==> config.mk <==
export PLATFORM = sky130hd
export DESIGN_NAME = mem_lsu
export DESIGN_NICKNAME = d
export VERILOG_FILES = /design/src/rtl/mem_lsu_pkg.sv /design/src/rtl/mem_lsu_lane.sv /design/src/rtl/mem_lsu.sv
export SDC_FILE = /design/constraint.sdc
export NUM_CORES = 1
export LEC_CHECK = 0
export ABC_AREA = 0
export BUFFER_PORTS_ARGS = -buffer_cell sky130_fd_sc_hd__buf_4
export CAP_MARGIN = 20
export CORE_AREA = 2 2 122 124
export CTS_CLUSTER_SIZE = 10
export DETAILED_ROUTE_END_ITERATION = 12
export DIE_AREA = 0 0 124 126
export PLACE_DENSITY = 0.72
export SLEW_MARGIN = 20
export SYNTH_ARGS = -nofsm -noshare
export SYNTH_HDL_FRONTEND = slang
export SYNTH_SLANG_ARGS = --single-unit
==> constraint.sdc <==
create_clock -name clk -period 2.3 [get_ports clk]
set_input_delay 0 -clock clk [delete_from_list [all_inputs] [get_ports clk]]
set_output_delay 0 -clock clk [all_outputs]
set_load 0.01 [all_outputs]
==> src/rtl/mem_lsu_pkg.sv <==
// mem_lsu shared definitions: opcodes, instruction fields,
// FSM states and the memory-op decoder.
package mem_lsu_pkg;

    localparam logic [5:0] OP_LB  = 6'h20;
    localparam logic [5:0] OP_LH  = 6'h21;
    localparam logic [5:0] OP_LW  = 6'h23;
    localparam logic [5:0] OP_LBU = 6'h24;
    localparam logic [5:0] OP_LHU = 6'h25;
    localparam logic [5:0] OP_SB  = 6'h28;
    localparam logic [5:0] OP_SH  = 6'h29;
    localparam logic [5:0] OP_SW  = 6'h2B;

    localparam int OP_HI = 31;
    localparam int OP_LO = 26;
    localparam int RT_HI = 20;
    localparam int RT_LO = 16;

    typedef enum logic [1:0] {
        ST_IDLE,
        ST_REQ,
        ST_DONE
    } state_e;

    typedef enum logic [1:0] {
        SZ_B,
        SZ_H,
        SZ_W
    } size_e;

    typedef struct packed {
        logic  is_mem;
        logic  is_load;
        logic  sext;
        size_e size;
    } dec_t;

    function automatic dec_t decode(input logic [5:0] op);
        dec_t d;
        d.is_mem  = 1'b1;
        d.is_load = 1'b1;
        d.sext    = 1'b0;
        d.size    = SZ_W;
        case (op)
            OP_LW:  d.size = SZ_W;
            OP_LH:  begin d.size = SZ_H; d.sext = 1'b1; end
            OP_LHU: d.size = SZ_H;
            OP_LB:  begin d.size = SZ_B; d.sext = 1'b1; end
            OP_LBU: d.size = SZ_B;
            OP_SW:  d.is_load = 1'b0;
            OP_SH:  begin d.is_load = 1'b0; d.size = SZ_H; end
            OP_SB:  begin d.is_load = 1'b0; d.size = SZ_B; end
            default: begin
                d.is_mem  = 1'b0;
                d.is_load = 1'b0;
            end
        endcase
        return d;
    endfunction

endpackage

==> src/rtl/mem_lsu_lane.sv <==
// Byte-lane steering: store enables/data, load extract/extend
// and alignment check for the MEM-stage load/store unit.
module mem_lsu_lane
    import mem_lsu_pkg::*;
(
    input  size_e       size_i,
    input  logic        sext_i,
    input  logic [1:0]  off_i,
    input  logic [31:0] st_data_i,
    input  logic [31:0] rdata_i,
    output logic [3:0]  be_o,
    output logic [31:0] wdata_o,
    output logic [31:0] ld_val_o,
    output logic        misaligned_o
);

    logic [31:0] rsh;

    // Bring the addressed lane down to bit 0 before extending.
    assign rsh = rdata_i >> {off_i, 3'b000};

    always_comb begin
        be_o         = 4'b1111;
        wdata_o      = st_data_i;
        ld_val_o     = rsh;
        misaligned_o = 1'b0;
        case (size_i)
            SZ_B: begin
                be_o     = 4'b0001 << off_i;
                wdata_o  = {4{st_data_i[7:0]}};
                ld_val_o = {{24{sext_i & rsh[7]}}, rsh[7:0]};
            end
            SZ_H: begin
                be_o         = 4'b0011 << off_i;
                wdata_o      = {2{st_data_i[15:0]}};
                ld_val_o     = {{16{sext_i & rsh[15]}}, rsh[15:0]};
                misaligned_o = off_i[0];
            end
            default: misaligned_o = |off_i;
        endcase
    end

endmodule

==> src/rtl/mem_lsu.sv <==
// MEM-stage load/store initiator: drives a req/ack data bus,
// stalls the pipeline meanwhile and merges load results into WB.
module mem_lsu
    import mem_lsu_pkg::*;
#(
    parameter int ADDR_W  = 32,
    parameter int TIMEOUT = 16,
    parameter int CNT_W   = 5
) (
    input  logic              clk,
    input  logic              reset,
    input  logic [31:0]       instr_mem,
    input  logic [31:0]       rt_data_mem,
    input  logic [31:0]       alu_out_mem,
    input  logic [31:0]       pc_mem,
    input  logic [31:0]       reg_data_in,
    input  logic [4:0]        reg_addr_in,
    input  logic              reg_write_in,
    output logic [31:0]       reg_data_out,
    output logic [4:0]        reg_addr_out,
    output logic              reg_write_out,
    output logic              stall,
    output logic              bus_req,
    output logic              bus_we,
    output logic [ADDR_W-1:0] bus_addr,
    output logic [3:0]        bus_be,
    output logic [31:0]       bus_wdata,
    input  logic [31:0]       bus_rdata,
    input  logic              bus_ack,
    output logic              addr_err,
    output logic              bus_err
);

    localparam logic [CNT_W-1:0] CNT_LAST = CNT_W'(TIMEOUT - 1);

    state_e            state_q, state_d;
    logic              req_q, req_d;
    logic              we_q, we_d;
    logic [ADDR_W-1:0] addr_q, addr_d;
    logic [3:0]        be_q, be_d;
    logic [31:0]       wdata_q, wdata_d;
    logic [31:0]       ld_q, ld_d;
    logic [CNT_W-1:0]  cnt_q, cnt_d;
    logic              abort_q, abort_d;
    logic              aerr_q, aerr_d;
    logic              berr_q, berr_d;

    dec_t        dec;
    logic [4:0]  rt;
    logic [3:0]  lane_be;
    logic [31:0] lane_wdata;
    logic [31:0] ld_val;
    logic        misaligned;
    logic        unused_ok;

    assign dec       = decode(instr_mem[OP_HI:OP_LO]);
    assign rt        = instr_mem[RT_HI:RT_LO];
    assign unused_ok = ^{pc_mem, instr_mem[25:21], instr_mem[15:0]};

    mem_lsu_lane u_lane (
        .size_i       (dec.size),
        .sext_i       (dec.sext),
        .off_i        (alu_out_mem[1:0]),
        .st_data_i    (rt_data_mem),
        .rdata_i      (bus_rdata),
        .be_o         (lane_be),
        .wdata_o      (lane_wdata),
        .ld_val_o     (ld_val),
        .misaligned_o (misaligned)
    );

    always_comb begin
        state_d       = state_q;
        req_d         = req_q;
        we_d          = we_q;
        addr_d        = addr_q;
        be_d          = be_q;
        wdata_d       = wdata_q;
        ld_d          = ld_q;
        cnt_d         = cnt_q;
        abort_d       = abort_q;
        aerr_d        = 1'b0;
        berr_d        = 1'b0;
        stall         = 1'b0;
        reg_write_out = reg_write_in;
        reg_addr_out  = reg_addr_in;
        reg_data_out  = reg_data_in;
        unique case (state_q)
            ST_IDLE: begin
                if (dec.is_mem) begin
                    reg_write_out = 1'b0;
                    if (misaligned) begin
                        aerr_d = 1'b1;
                    end else begin
                        stall   = 1'b1;
                        state_d = ST_REQ;
                        req_d   = 1'b1;
                        we_d    = ~dec.is_load;
                        addr_d  = {alu_out_mem[ADDR_W-1:2], 2'b00};
                        be_d    = lane_be;
                        wdata_d = lane_wdata;
                        cnt_d   = '0;
                        abort_d = 1'b0;
                    end
                end
            end
            ST_REQ: begin
                stall         = 1'b1;
                reg_write_out = 1'b0;
                // Ack wins over the timeout in the last waiting cycle.
                if (bus_ack) begin
                    if (dec.is_load) ld_d = ld_val;
                    req_d   = 1'b0;
                    state_d = ST_DONE;
                end else if (cnt_q == CNT_LAST) begin
                    req_d   = 1'b0;
                    berr_d  = 1'b1;
                    abort_d = 1'b1;
                    state_d = ST_DONE;
                end else begin
                    cnt_d = cnt_q + 1'b1;
                end
            end
            ST_DONE: begin
                reg_write_out = dec.is_load & ~abort_q & (rt != 5'd0);
                reg_addr_out  = rt;
                reg_data_out  = ld_q;
                state_d       = ST_IDLE;
            end
            default: state_d = ST_IDLE;
        endcase
    end

    always_ff @(posedge clk) begin
        if (reset) begin
            state_q <= ST_IDLE;
            req_q   <= 1'b0;
            we_q    <= 1'b0;
            addr_q  <= '0;
            be_q    <= '0;
            wdata_q <= '0;
            ld_q    <= '0;
            cnt_q   <= '0;
            abort_q <= 1'b0;
            aerr_q  <= 1'b0;
            berr_q  <= 1'b0;
        end else begin
            state_q <= state_d;
            req_q   <= req_d;
            we_q    <= we_d;
            addr_q  <= addr_d;
            be_q    <= be_d;
            wdata_q <= wdata_d;
            ld_q    <= ld_d;
            cnt_q   <= cnt_d;
            abort_q <= abort_d;
            aerr_q  <= aerr_d;
            berr_q  <= berr_d;
        end
    end

    assign bus_req   = req_q;
    assign bus_we    = we_q;
    assign bus_addr  = addr_q;
    assign bus_be    = be_q;
    assign bus_wdata = wdata_q;
    assign addr_err  = aerr_q;
    assign bus_err   = berr_q;

endmodule
==> results of run 1 <==
state kept, by name, indices dropped and copies added (netlist names):
signal / flops
addr_err: 1
bus_be: 4
bus_err: 1
bus_addr: 30
ld_q: 32
bus_we: 1
state_q: 2
bus_wdata: 32
cnt_q: 5
abort_q: 1
bus_req: 1
power by group:
part	internal, W	switching (W)
registers	0.00193	0.0000156
logic	0.000468	0.000410
clock network	0.000854	0.000747
worst paths after layout:
check	slack [ns]	to	start
worst max-delay path	0.17	bus_wdata[21]	state_q[0]
worst min-delay path	0.01	bus_wdata[12]	rt_data_mem[12]
worst max register to register	0.17	bus_wdata[21]	state_q[0]
worst min register to register	0.48	cnt_q[3]	cnt_q[3]
critical path, cell delays in order, from the launching register on:
cell and delay [ns]:
dfxtp_1 0.35, or2_1 0.30, a211o_4 0.37, nor2_1 0.16, buf_4 0.18, a311oi_1 0.09, dlygate4sd3_1 0.57
synthesized netlist by cell type, types with 2 or more instances:
master,instances
nor2b_1,2
buf_6,2
o2bb2ai_1,6
nor2_1,15
maj3_1,2
dfxtp_1,110
ha_1,2
nand3_1,46
a311oi_1,11
mux4_2,7
buf_4,2
a21o_1,2
o211ai_1,19
inv_1,5
a21oi_1,79
a211o_1,2
clkbuf_1,45
a211oi_1,9
o221a_2,3
mux2_2,45
buf_1,2
a31oi_1,2
nand2_1,44
buf_2,13
o21ai_0,85
nand2b_1,4
mux2i_1,32
nor3_1,7
a21oi_2,9
placed cells by master (no fill, tap or decap), types with 2 or more instances in the layout:
cell / n
buf_4: 274
dfxtp_1: 110
o21ai_0: 85
a21oi_1: 79
dlygate4sd3_1: 65
nand3_1: 46
mux2_2: 45
nand2_1: 44
mux2i_1: 32
o211ai_1: 19
nor2_1: 15
a311oi_1: 11
clkbuf_16: 10
a21oi_2: 9
a211oi_1: 8
nor3_1: 7
mux4_2: 7
o2bb2ai_1: 6
inv_1: 5
nand2b_1: 3
o221a_2: 3
a21o_1: 2
nor2b_1: 2
maj3_1: 2
ha_1: 2
conb_1: 2
inv_6: 2
buf_12: 2
kinds of logic after synthesis:
logic type / count (synthesis) / synth area share
flops: 110 / 0.392
buf+inv: 70 / 0.0537
mux: 84 / 0.175
fa+ha+maj: 4 / 0.00802
xor+xnor: 1 / 0.00156
simple gates: 131 / 0.111
compound gates: 235 / 0.258
other cells: 1 / 0.000668
metal layers:
layer,GRT usage,vias to the layer above,share of wire
met2,0.397,278,0.47
met5,0,-,0
met3,0.0489,46,0.077
met4,0.108,0,0.031
met1,0.331,2840,0.42
li1,-,2937,-
layout make-up:
class | count | area (sq um)
clock buffers | 10 | 229
clock inverters | 6 | 68.8
fillers | 1258 | 5630
inverters | 6 | 22.5
multi-input cells | 457 | 3160
flip-flops and latches | 110 | 2200
well taps | 184 | 230
repair buffers | 342 | 2770
metrics by stage:
stage | power, W | util | hold slack [ns] | cells | setup slack (ns)
after CTS | 0.00445 | 0.604 | 0.00557 | 1113 | 0.0539
after floorplan | 0.00235 | - | 0.129 | 637 | 0.572
after global placement | 0.00275 | 0.537 | 0.267 | 1032 | 0.411
after detailed placement | 0.00276 | 0.537 | 0.271 | 1032 | 0.335
final | 0.00442 | 0.606 | 0.0130 | 1115 | 0.173
after global routing | 0.00461 | 0.606 | 0.0110 | 1115 | 0.0160
repair_timing:
action,CTS,global route
setup endpoints to repair,0,2
gates resized for setup,0,2
endpoints found under the hold margin,66,0
hold buffers,65,0
setup buffers,0,1
==> results.txt, run 1 <==
For this run, design rule violations remaining after detail routing come to 0. The tools report the initial antenna violation count as 0. By area the synthesized netlist is led by dfxtp_1 (39%), mux2_2 (9.0%), o21ai_0 (7.6%).

The cell area after technology mapping is 0.00562 sq mm. Total count of max-transition violations in the final report: 0. Counting cells, the worst reg-to-reg path comes to 6. The number of clock buffers added by TritonCTS is 9. The area share of the largest cell type after synthesis is 0.392, and the signed area change from the synthesized netlist to the final layout is 54.6%. The tightest min-delay check is of the in2reg type.

The remaining max-slew budget at the tightest pin is 0.594. Synthesis inferred 110 register bits. Dividing the detail-routed wire length by the instance count gives 18.1 um. The first global-routing pass estimated 30500 um of wire. The portion of the clock cycle consumed by the worst path in the final layout was 0.925; the aggregate global routing overflow was 0. The sequential share of the synthesized area was 0.392. The y dimension of the die is 126 um, and the peak supply drop is 0.343 mV. At the worst endpoint, the arrival time is 2.37 ns.

The tools report the distinct cell type count after synthesis as 53. The logs give 110 for the clock net sink count and 13600 um for the placed wire-length estimate. The net count of the finished layout was 1129; the synthesized area per cell was 8.83 sq um.

For the finished layout, the period the worst path requires is 2.13 ns. Static timing analysis puts the maximum clock frequency at 0.470 GHz. The effective utilization at floorplan is 0.392, and the iteration-0 DRC count of the detailed router is 429. The type of the setup path with the least slack was reg2reg. The logs give 3 for the number of H-tree branching levels and 0 for the total of endpoints with negative setup slack in the final report.

The run gives 0.0156 sq mm as the die area. Pin slew with the least headroom to its limit: 0.610 ns. The width of the die is 124 um.

Summed over all failing endpoints, the final setup total negative slack is 0 ns. The number of nets still failing antenna checks after routing came out at 0. The number of synthesized flops with an enable pin was 0. 0 antenna diodes ended up in the layout.

Entering global routing, the biggest net connects 57 pins. The type of origin of the critical path is a flip-flop. The worst hold path passes through 3 cells.

The biggest area contributor in the post-synthesis netlist is dfxtp_1. The tools report the final RePlAce weighted congestion as 0.857. The leakage power is 3.60 nW, and the number of rows created at floorplan is 44.

The most used flip-flop cell after synthesis is dfxtp_1. TritonCTS built the clock tree. Synthesis handed over a netlist of 636 instances. The run gives 0 as the number of hold-slack violations in the final timing report. Data on the critical path is required at its endpoint by 2.54 ns. The tools report the total I/O pin count as 312.

The run gives 0.00868 sq mm as the cell area after layout. The clock tree root driver cell was clkbuf_16. For the worst-skew pair, the clock arrives at the later sink with an insertion delay of 0.35 ns. Port buffering added 256 buffers. The share of cells above drive strength 1 is 0.395, and the share of flip-flops with an asynchronous set or reset is 0.

For the overall global routing resource usage, the log shows 0.251. Power spread over the standard cell area amounts to 510 mW/mm^2. Clock-pin slew was measured on the worst setup and hold paths at 0.08 ns. The per-cell via count in the routed design is 5.47, and the maximum fanout encountered on the critical timing path is 13. The tool flagged a number of max-cap violations equal to 0.

The tools report the nature of the critical path endpoint as a flip-flop. The tools report the total iterations of the first detailed-routing run as 5. The number of global-route vias before repair was 5707; the via count of the routed design was 6101. Setup repair after global routing left no endpoint under its margin. Summed over all layers, the routed wires come to 20200 um. After detailed placement, the total cell area comes to 0.00769 sq mm. The core region is 0.0143 sq mm. Clock skew on the completed layout was measured at 0.0120 ns. For the maximum clock path buffer count, the log shows 2. For this run, the number of Yosys warnings is 0.

The run finished with clean final reports.
Power figures use the tool's default switching activity.
==> inputs of run 2 (changes only) <==
--- a/config.mk
+++ b/config.mk
@@ -8,12 +8,13 @@
 export ABC_AREA = 0
 export BUFFER_PORTS_ARGS = -buffer_cell sky130_fd_sc_hd__buf_4
 export CAP_MARGIN = 20
-export CORE_AREA = 2 2 122 124
+export CORE_AREA = 2 2 120 122
 export CTS_CLUSTER_SIZE = 10
 export DETAILED_ROUTE_END_ITERATION = 12
-export DIE_AREA = 0 0 124 126
-export PLACE_DENSITY = 0.72
+export DIE_AREA = 0 0 122 124
+export PLACE_DENSITY = 0.75
 export SLEW_MARGIN = 20
 export SYNTH_ARGS = -nofsm -noshare
 export SYNTH_HDL_FRONTEND = slang
+export SYNTH_HIERARCHICAL = 1
 export SYNTH_SLANG_ARGS = --single-unit
==> results.txt, run 2 <==
The area growth from synthesis to layout is 46.8%. The via count of the routed design is 6120 (+0.31%), and the total of flip-flops plus latches after synthesis is 110 (unchanged). The number of H-tree branching levels is 3 (unchanged).

The worst path arrival time is 2.10 ns (-0.27 ns), and the number of buffers inserted by post-CTS setup repair is 0 (unchanged). The maximum clock path buffer count came out at 2 (unchanged). The number of port buffers works out to 256 (unchanged). STA classifies the critical path startpoint as a flip-flop. The run gives 70 (+23%) as the maximum number of pins on one net before global-route repair.

The logs give 0.244 (-0.00679) for the overall global routing resource usage and 0.00573 sq mm (+2.0%) for the cell area after technology mapping. Area share of the largest cell type after synthesis: 0.384 (-0.00787). Most used flip-flop cell after synthesis: dfxtp_1. The number of fill cells was 1206 (-4.1%). The fraction of the mapped netlist area in compound gates works out to 0.172 (-0.0851). The critical register-to-register path startpoint is cnt_q[0].

The pin slew with the least headroom to its limit is 0.904 ns (+0.294 ns). The leakage power was 3.65 nW (+1.3%); the total count of max-transition violations in the final report was 0 (unchanged). Setup repair after global routing left no endpoint under its margin. The data required time of the critical path was 2.30 ns (-0.24 ns).

Distinct cell type count after synthesis: 54 (+1.9%). The number of hold-slack violations in the final timing report was 0 (unchanged); the antenna diode count was 0 (unchanged). The number of violations of the max-capacitance limit was 0 (unchanged); the post-route minimum period was 2.10 ns (-0.0319 ns). The top cell types in the final layout, fill and taps aside, are buf_4 (262), nand2_1 (250), a21oi_1 (118). The number of buffers added by the clock tree synthesis step came out at 9 (unchanged). dfxtp_1 takes more of the synthesized area than any other cell. Total power: 0.00425 W (-3.9%). For the clock skew, the log shows 0.00475 ns (-0.00728 ns). The final RePlAce weighted congestion came out at 0.821 (-4.2%). Most instantiated library cell after synthesis: nand2_1. Sequential share of the synthesized area: 0.384 (-0.00787). By area, the combinational part of the netlist is dominated by simple AND/OR/NAND/NOR gates.

The synthesized area per cell works out to 7.72 sq um (-13%). Xor/xnor share of the synthesized area: 0 (-0.00156). The clock transition time at the flip-flop clock pins of the worst setup and hold paths was 0.08 ns (about the same). The die area came out at 0.0151 sq mm (-3.2%).

Sorting the synthesized cells by area gives the leading types as dfxtp_1 (38%), nand2_1 (16%), mux2_2 (11%). The total I/O pin count is 312 (unchanged). The tools report the nature of the critical path endpoint as a primary output. The tools report the start point of the worst min-delay path as rt_data_mem[31]. The tools report the clock net sink count as 110 (unchanged). The aggregate global routing overflow is 0 (unchanged), and the per-cell via count in the routed design is 5.18 (-5.4%). The iteration-0 DRC count of the detailed router was 444 (+3.5%). The tools report the area of the multi-input gates as 0.00318 sq mm (+0.83%).

The post-route setup TNS is 0 ns (unchanged), and the path depth of the worst reg2reg path is 6 (unchanged). The peak supply drop came out at 0.362 mV (+5.8%). For the area of the placeable core, the log shows 0.0137 sq mm (-4.2%). The maximum fanout encountered on the critical timing path is 38 (+25).

The total detailed-routing wirelength is 19200 um (-4.9%). The commonest non-fill, non-tap cell in the layout is buf_4. The number of instances in the synthesized netlist came out at 742 (+17%). The y dimension of the die is 124 um (-1.6%), and the total number of yosys warnings is 6 (+6).

The tools report the effective utilization at floorplan as 0.418 (+0.0254). Kind of path behind the tightest hold check: in2reg. The total of endpoints with negative setup slack in the final report was 0 (unchanged); the share of synthesized cell area in full adder, half adder and majority cells was 0.00437 (-0.00365). The placed wire-length estimate is 12800 um (-6.4%). TritonCTS built the clock tree. The routed length per placed instance came out at 16.2 um (-10%). The most critical setup path has its startpoint at state_q[0]. By count the netlist is led by nand2_1 (250), a21oi_1 (118), dfxtp_1 (110). For the initial antenna violation count, the log shows 0 (unchanged). The number of synthesized flops with an enable pin was 0 (unchanged); the portion of the clock cycle consumed by the worst path in the final layout was 0.911 (-0.0139). Peak clock frequency supported by timing: 0.477 GHz (+1.5%). The share of flip-flops with an asynchronous set or reset was 0 (unchanged); the number of rows created at floorplan was 43 (-2.3%). The mux share of post-synthesis cell area is 0.140 (-0.0350).

Power density over cell area: 506 mW/mm^2 (-0.82%). The run finished with clean final reports. The tools report the wire length of the first global-routing pass as 29100 um (-4.5%). Net count of the finished layout: 1200 (+6.3%). Number of instances on the worst hold path: 5 (+2). The simple logic cell fraction of the synthesized area was 0.235 (+0.124); the clock latency on the worst-skew pair was 0.35 ns (about the same).

Clock tree root driver cell: clkbuf_16. The width of the die was 122 um (-1.6%); the share of cells above drive strength 1 was 0.351 (-0.0440). The number of nets still failing antenna checks after routing is 0 (unchanged). The logs give 0 (unchanged) for the number of remaining DRC errors and 0.00220 sq mm (unchanged) for the register area.

The worst setup path is of the reg2out kind. For the number of global-route vias before repair, the log shows 5768 (+1.1%). The total iterations of the first detailed-routing run was 5 (unchanged); the remaining max-slew budget at the tightest pin was 0.398 (-0.196).
-- run 2: changes by cell type after synthesis, sizes merged, moves of 11 or more --
cell	previous run	this run
nand2	44	250
buf	19	38
clkbuf	45	30
o211ai	19	1
mux2	45	56
a311oi	11	0
a21oi	89	118
o21ai	85	12
mux2i	32	17
nand3	46	18
-- run 2: layout make-up --
| class | instances | share of cell area |
|---|---|---|
| multi-input combinational | 560 | 0.378 |
| timing repair buffer | 311 | 0.297 |
| sequential | 110 | 0.262 |
| clock buffer | 9 | 0.0268 |
| tap | 180 | 0.0268 |
| clock inverter | 7 | 0.00729 |
| inverter | 5 | 0.00223 |
-- run 2: where the power goes --
part           total, W  internal [W]  switching (W)
Clock           0.00155      0.000760       0.000788
Combinational  0.000763      0.000425       0.000339
Sequential      0.00194       0.00193      0.0000137
Total           0.00425       0.00311        0.00114
-- run 2: critical path, stage by stage (launching register included) --
cell,delay [ns]
dfxtp_1,0.40
nand2b_2,0.74
mux2_2,0.43
buf_4,0.15
-- run 2: layer usage --
| metal | GRT usage | routed length, um |
|---|---|---|
| met1 | 0.290 | 7680 |
| met2 | 0.423 | 9280 |
| met4 | 0.0819 | 352 |
| met3 | 0.0701 | 1890 |
| met5 | 0 | 0 |
-- run 2: per-stage QoR --
stage	std cells	setup WS [ns]	cell area [sq um]	hold slack [ns]	util
after global routing	1182	0.0753	8410	0.0328	0.613
after global placement	1121	0.101	7670	0.227	0.559
final	1182	0.205	8410	0.00697	0.613
after floorplan	743	0.170	5740	0.0893	-
after detailed placement	1121	0.0896	7670	0.231	0.559
after CTS	1182	0.0700	8410	0.000833	0.613
-- run 2: final timing paths --
kind,endpoint,slack (ns)
hold reg to reg,ld_q[5],0.46
setup / recovery,reg_data_out[14],0.20
setup reg to reg,cnt_q[0],0.27
hold / removal,bus_wdata[31],0.007
-- run 2: cells by family (layout without fill, tap and decap cells) --
| group | Yosys count | after routing |
|---|---|---|
| buffers and inverters | 73 | 332 |
| muxes | 73 | 73 |
| other | 1 | 2 |
| AOI/OAI and AO/OA | 164 | 164 |
| DFF | 110 | 110 |
| and+or+nand+nor | 319 | 319 |
| adders and majority gates | 2 | 2 |
-- run 2: timing repair --
action,in CTS,in global routing
setup endpoints to repair,0,1
gates resized for setup,0,1
hold buffers,45,0
hold endpoints to repair,46,0
==> inputs of run 3 (changes only) <==
--- a/config.mk
+++ b/config.mk
@@ -5,14 +5,14 @@
 export SDC_FILE = /design/constraint.sdc
 export NUM_CORES = 1
 export LEC_CHECK = 0
-export ABC_AREA = 0
+export ABC_AREA = 1
 export BUFFER_PORTS_ARGS = -buffer_cell sky130_fd_sc_hd__buf_4
 export CAP_MARGIN = 20
 export CORE_AREA = 2 2 120 122
 export CTS_CLUSTER_SIZE = 10
 export DETAILED_ROUTE_END_ITERATION = 12
 export DIE_AREA = 0 0 122 124
-export PLACE_DENSITY = 0.75
+export PLACE_DENSITY = 0.77
 export SLEW_MARGIN = 20
 export SYNTH_ARGS = -nofsm -noshare
 export SYNTH_HDL_FRONTEND = slang
==> results.txt, run 3 <==
The run gives 30500 um (+4.8%) as the wire length of the first global-routing pass. By count the netlist is led by nand2_1 (295), dfxtp_1 (110), nand3_1 (107). For the fraction of power consumed by combinational cells, the log shows 0.196 (+0.016).

The flow ran to the end, and the final reports show no timing, DRC or antenna violations. The number of buffers and inverters on the critical path came out at 4 (+3). For the met1 usage, the log shows 0.309 (+0.0192). The critical path is of the in2out type. Final standard cell count with taps included and fillers excluded: 1354 (+15%). The total I/O pin count came out at 312 (unchanged). The layer flagged by global routing as most heavily used is met2. Distinct cell type count after synthesis: 30 (-44%).

The top cell types in the final layout, fill and taps aside, are nand2_1 (295), buf_4 (268), dfxtp_1 (110). The total iterations of the first detailed-routing run came out at 5 (unchanged). The signed area change from the synthesized netlist to the final layout was 43.8%. The tools report the clock skew as 0.00811 ns (+0.00336 ns). Maximum number of pins on one net before global-route repair: 73 (+4.3%).

The number of remaining DRC errors was 0 (unchanged). The tools report the relative contribution of sequential cells to total power as 0.454 (-0.002). For the number of global-route vias before repair, the log shows 6134 (+6.3%). The run gives 0.350 (-0.014) as the clock network power share.

The number of placed instances, taps included came out at 1299 (+16%). The share of flip-flops with an asynchronous set or reset is 0 (unchanged). The number of violations of the max-capacitance limit is 0 (unchanged). The width of the die was 122 um (unchanged); the clock net sink count was 110 (unchanged).

The signal on the critical path passes through buf_4, nor2_4, inv_1, nor2_1, o21ai_2, nor2_2, nand2_1, a22oi_2, nor2_4, nand2_2, buf_12, nand2_1, buf_4. The routed length per placed instance is 14.4 um (-11%), and the portion of the clock cycle consumed by the worst path in the final layout is 0.873 (-0.0384). The synthesized design spends more area on one cell type than any other, namely dfxtp_1. The tools report the remaining max-slew budget at the tightest pin as 0.447 (+0.0499). The sequential share of the synthesized area came out at 0.373 (-0.0110).

The worst setup path is captured at a primary output. For the total count of max-transition violations in the final report, the log shows 0 (unchanged). The post-route minimum period works out to 2.01 ns (-0.0883 ns).

The run gives 2.01 ns (-0.09 ns) as the worst path arrival time. The per-cell via count in the routed design was 5.08 (-1.8%); the total of flip-flops plus latches after synthesis was 110 (unchanged). The slack of the critical path is 0.293 ns (+0.0883 ns), and the maximum fanout encountered on the critical timing path is 68 (+79%). The via count of the routed design was 6881 (+12%).

For the die area, the log shows 0.0151 sq mm (unchanged). The synthesized area per cell is 6.41 sq um (-17%), and the final core utilization is 0.619 (+0.00538). The share of cells above drive strength 1 works out to 0.265 (-0.0864).

The y dimension of the die was 124 um (unchanged); the met2 routing resource usage after global routing was 0.418 (-0.00489). TritonCTS built the clock tree. The number of port buffers is 256 (unchanged), and the data required time of the critical path is 2.30 ns (about the same).

The library cell used most frequently in the layout, excluding fill and tap cells, is nand2_1. Setup repair after global routing left no endpoint under its margin. The number of buffers added by the clock tree synthesis step was 9 (unchanged); the total of endpoints with negative setup slack in the final report was 0 (unchanged).

The peak clock frequency supported by timing is 0.498 GHz (+4.4%). The internal power component is 0.00310 W (-0.27%). In this design, the largest share of critical-path delay is due to simple AND/OR/NAND/NOR gates.

The logs give 0.0742 (+0.00412) for the routing usage on met3 and 0 ns (unchanged) for the post-route setup TNS. The area share of the largest cell type after synthesis is 0.373 (-0.0110), and the number of rows created at floorplan is 43 (unchanged). The worst setup path is launched from a primary input.

The final RePlAce weighted congestion came out at 0.903 (+10%). The clock tree root driver cell is clkbuf_16. The switching portion of total power came out at 0.276 (+0.00824).

The antenna diode count is 0 (unchanged). The logs give 0.0137 sq mm (unchanged) for the area of the placeable core and 0 (unchanged) for the number of nets still failing antenna checks after routing. The pin slew with the least headroom to its limit works out to 0.828 ns (-0.0757 ns). The iteration-0 DRC count of the detailed router was 423 (-4.7%). The aggregate global routing overflow was 0 (unchanged).

The clock transition time at the flip-flop clock pins of the worst setup and hold paths was 0.08 ns (about the same); the leakage power was 3.98 nW (+9.2%). The number of hold-slack violations in the final timing report was 0 (unchanged); the total net switching power was 0.00119 W (+4.0%). The worst slack after detailed placement was 0.0513 ns (-0.0383 ns); the initial antenna violation count was 0 (unchanged). Power density over cell area: 505 mW/mm^2 (about the same). For the effective utilization at floorplan, the log shows 0.430 (+0.0123). For the cell area after technology mapping, the log shows 0.00590 sq mm (+2.9%). The net count of the finished layout came out at 1372 (+14%). The tools report the maximum clock path buffer count as 2 (unchanged).

By area the synthesized netlist is led by dfxtp_1 (37%), nand2_1 (19%), nand3_1 (9.1%). The total detailed-routing wirelength is 19500 um (+1.5%). The most instantiated library cell after synthesis is nand2_1.

For the total number of yosys warnings, the log shows 6 (unchanged). The kind of path behind the tightest hold check was in2reg. The largest individual stage delay along the critical path comes from the cell buf_12. The number of synthesized flops with an enable pin was 0 (unchanged). Placed wire-length estimate: 13500 um (+5.5%).

Number of H-tree branching levels: 3 (unchanged). The most used flip-flop cell after synthesis is dfxtp_1. The overall global routing resource usage was 0.253 (+0.00913); the clock latency on the worst-skew pair was 0.36 ns (about the same). The number of instances in the synthesized netlist was 920 (+24%); the largest stage delay on the critical path was 0.29 ns (-0.45 ns). The peak supply drop was 0.459 mV (+27%); the number of buffers inserted by post-CTS setup repair was 0 (unchanged).
-- run 3: changes by cell type in the layout (fill, tap and decap cells not counted), sizes merged, moves of 17 or more --
cell	before	now
nor2	12	102
mux2i	17	0
mux2	56	0
o211ai	1	23
nand2	250	299
nand3	18	110
o21ai	12	59
a21oi	118	77
inv	9	51
-- run 3: final cells by class --
type | instances | area [sq um]
well taps | 180 | 225
flip-flops and latches | 110 | 2200
multi-input cells | 690 | 3130
inverters | 48 | 183
clock buffers | 10 | 229
fillers | 1286 | 5230
repair buffers | 310 | 2460
clock inverters | 6 | 53.8
-- run 3: power groups by stage --
stage / sequential, W / combinational (W) / clock [W]
floorplan: 0.00200 / 0.000385 / 0
global placement: 0.00199 / 0.000774 / 0
detailed placement: 0.00199 / 0.000779 / 0
CTS: 0.00195 / 0.000835 / 0.00154
global route: 0.00195 / 0.000923 / 0.00161
finish: 0.00195 / 0.000840 / 0.00150
-- run 3: what timing repair did --
item	in CTS	in global routing
hold buffers	39	0
resized for setup	0	1
endpoints found under the hold margin	40	0
setup endpoints to repair	0	1
-- run 3: cell families (layout without fill, tap and decap cells) --
logic type / after synthesis / after routing / share of synthesized area
adder cells (fa/ha/maj): 2 / 2 / 0.00424
AO/OA/AOI/OAI: 167 / 167 / 0.155
flip-flops: 110 / 110 / 0.373
other: 1 / 2 / 0.000636
AND/OR/NAND/NOR: 519 / 519 / 0.368
buffers and inverters: 121 / 374 / 0.0988
-- run 3: worst paths after layout --
kind | cells past startpoint | slack, ns | to | startpoint
setup / recovery | 13 | 0.29 | stall | instr_mem[30]
hold reg to reg | 2 | 0.45 | bus_req | bus_req
setup reg to reg | 11 | 0.57 | cnt_q[4] | cnt_q[0]
hold / removal | 5 | 0.02 | bus_wdata[19] | rt_data_mem[19]
-- run 3: per-stage QoR --
| stage | cell area [sq um] | total power (W) | hold WS [ns] |
|---|---|---|---|
| 6_report | 8490 | 0.00429 | 0.0183 |
| 5_1_grt | 8490 | 0.00448 | 0.0360 |
| 4_1_cts | 8480 | 0.00432 | 0.00451 |
| 3_5_place_dp | 7810 | 0.00277 | 0.269 |
| 3_3_place_gp | 7810 | 0.00276 | 0.267 |
| 2_1_floorplan | 5900 | 0.00239 | 0.119 |
-- run 3: worst register-to-register path, stage by stage, from the launching register on --
cell and delay, ns:
dfxtp_1 0.40, ha_1 0.20, nand2_1 0.07, nor2_1 0.10
ha_1 0.15, inv_1 0.05, nand3_1 0.10, o21ai_0 0.13
nand2_1 0.22, nand2_1 0.08, nand2_1 0.07, nor2_1 0.04
-- run 3: metal layers --
metal / up-vias / share of wire
met3: 48 / 0.10
li1: 3475 / -
met2: 327 / 0.46
met4: 0 / 0.031
met1: 3031 / 0.40
met5: - / 0
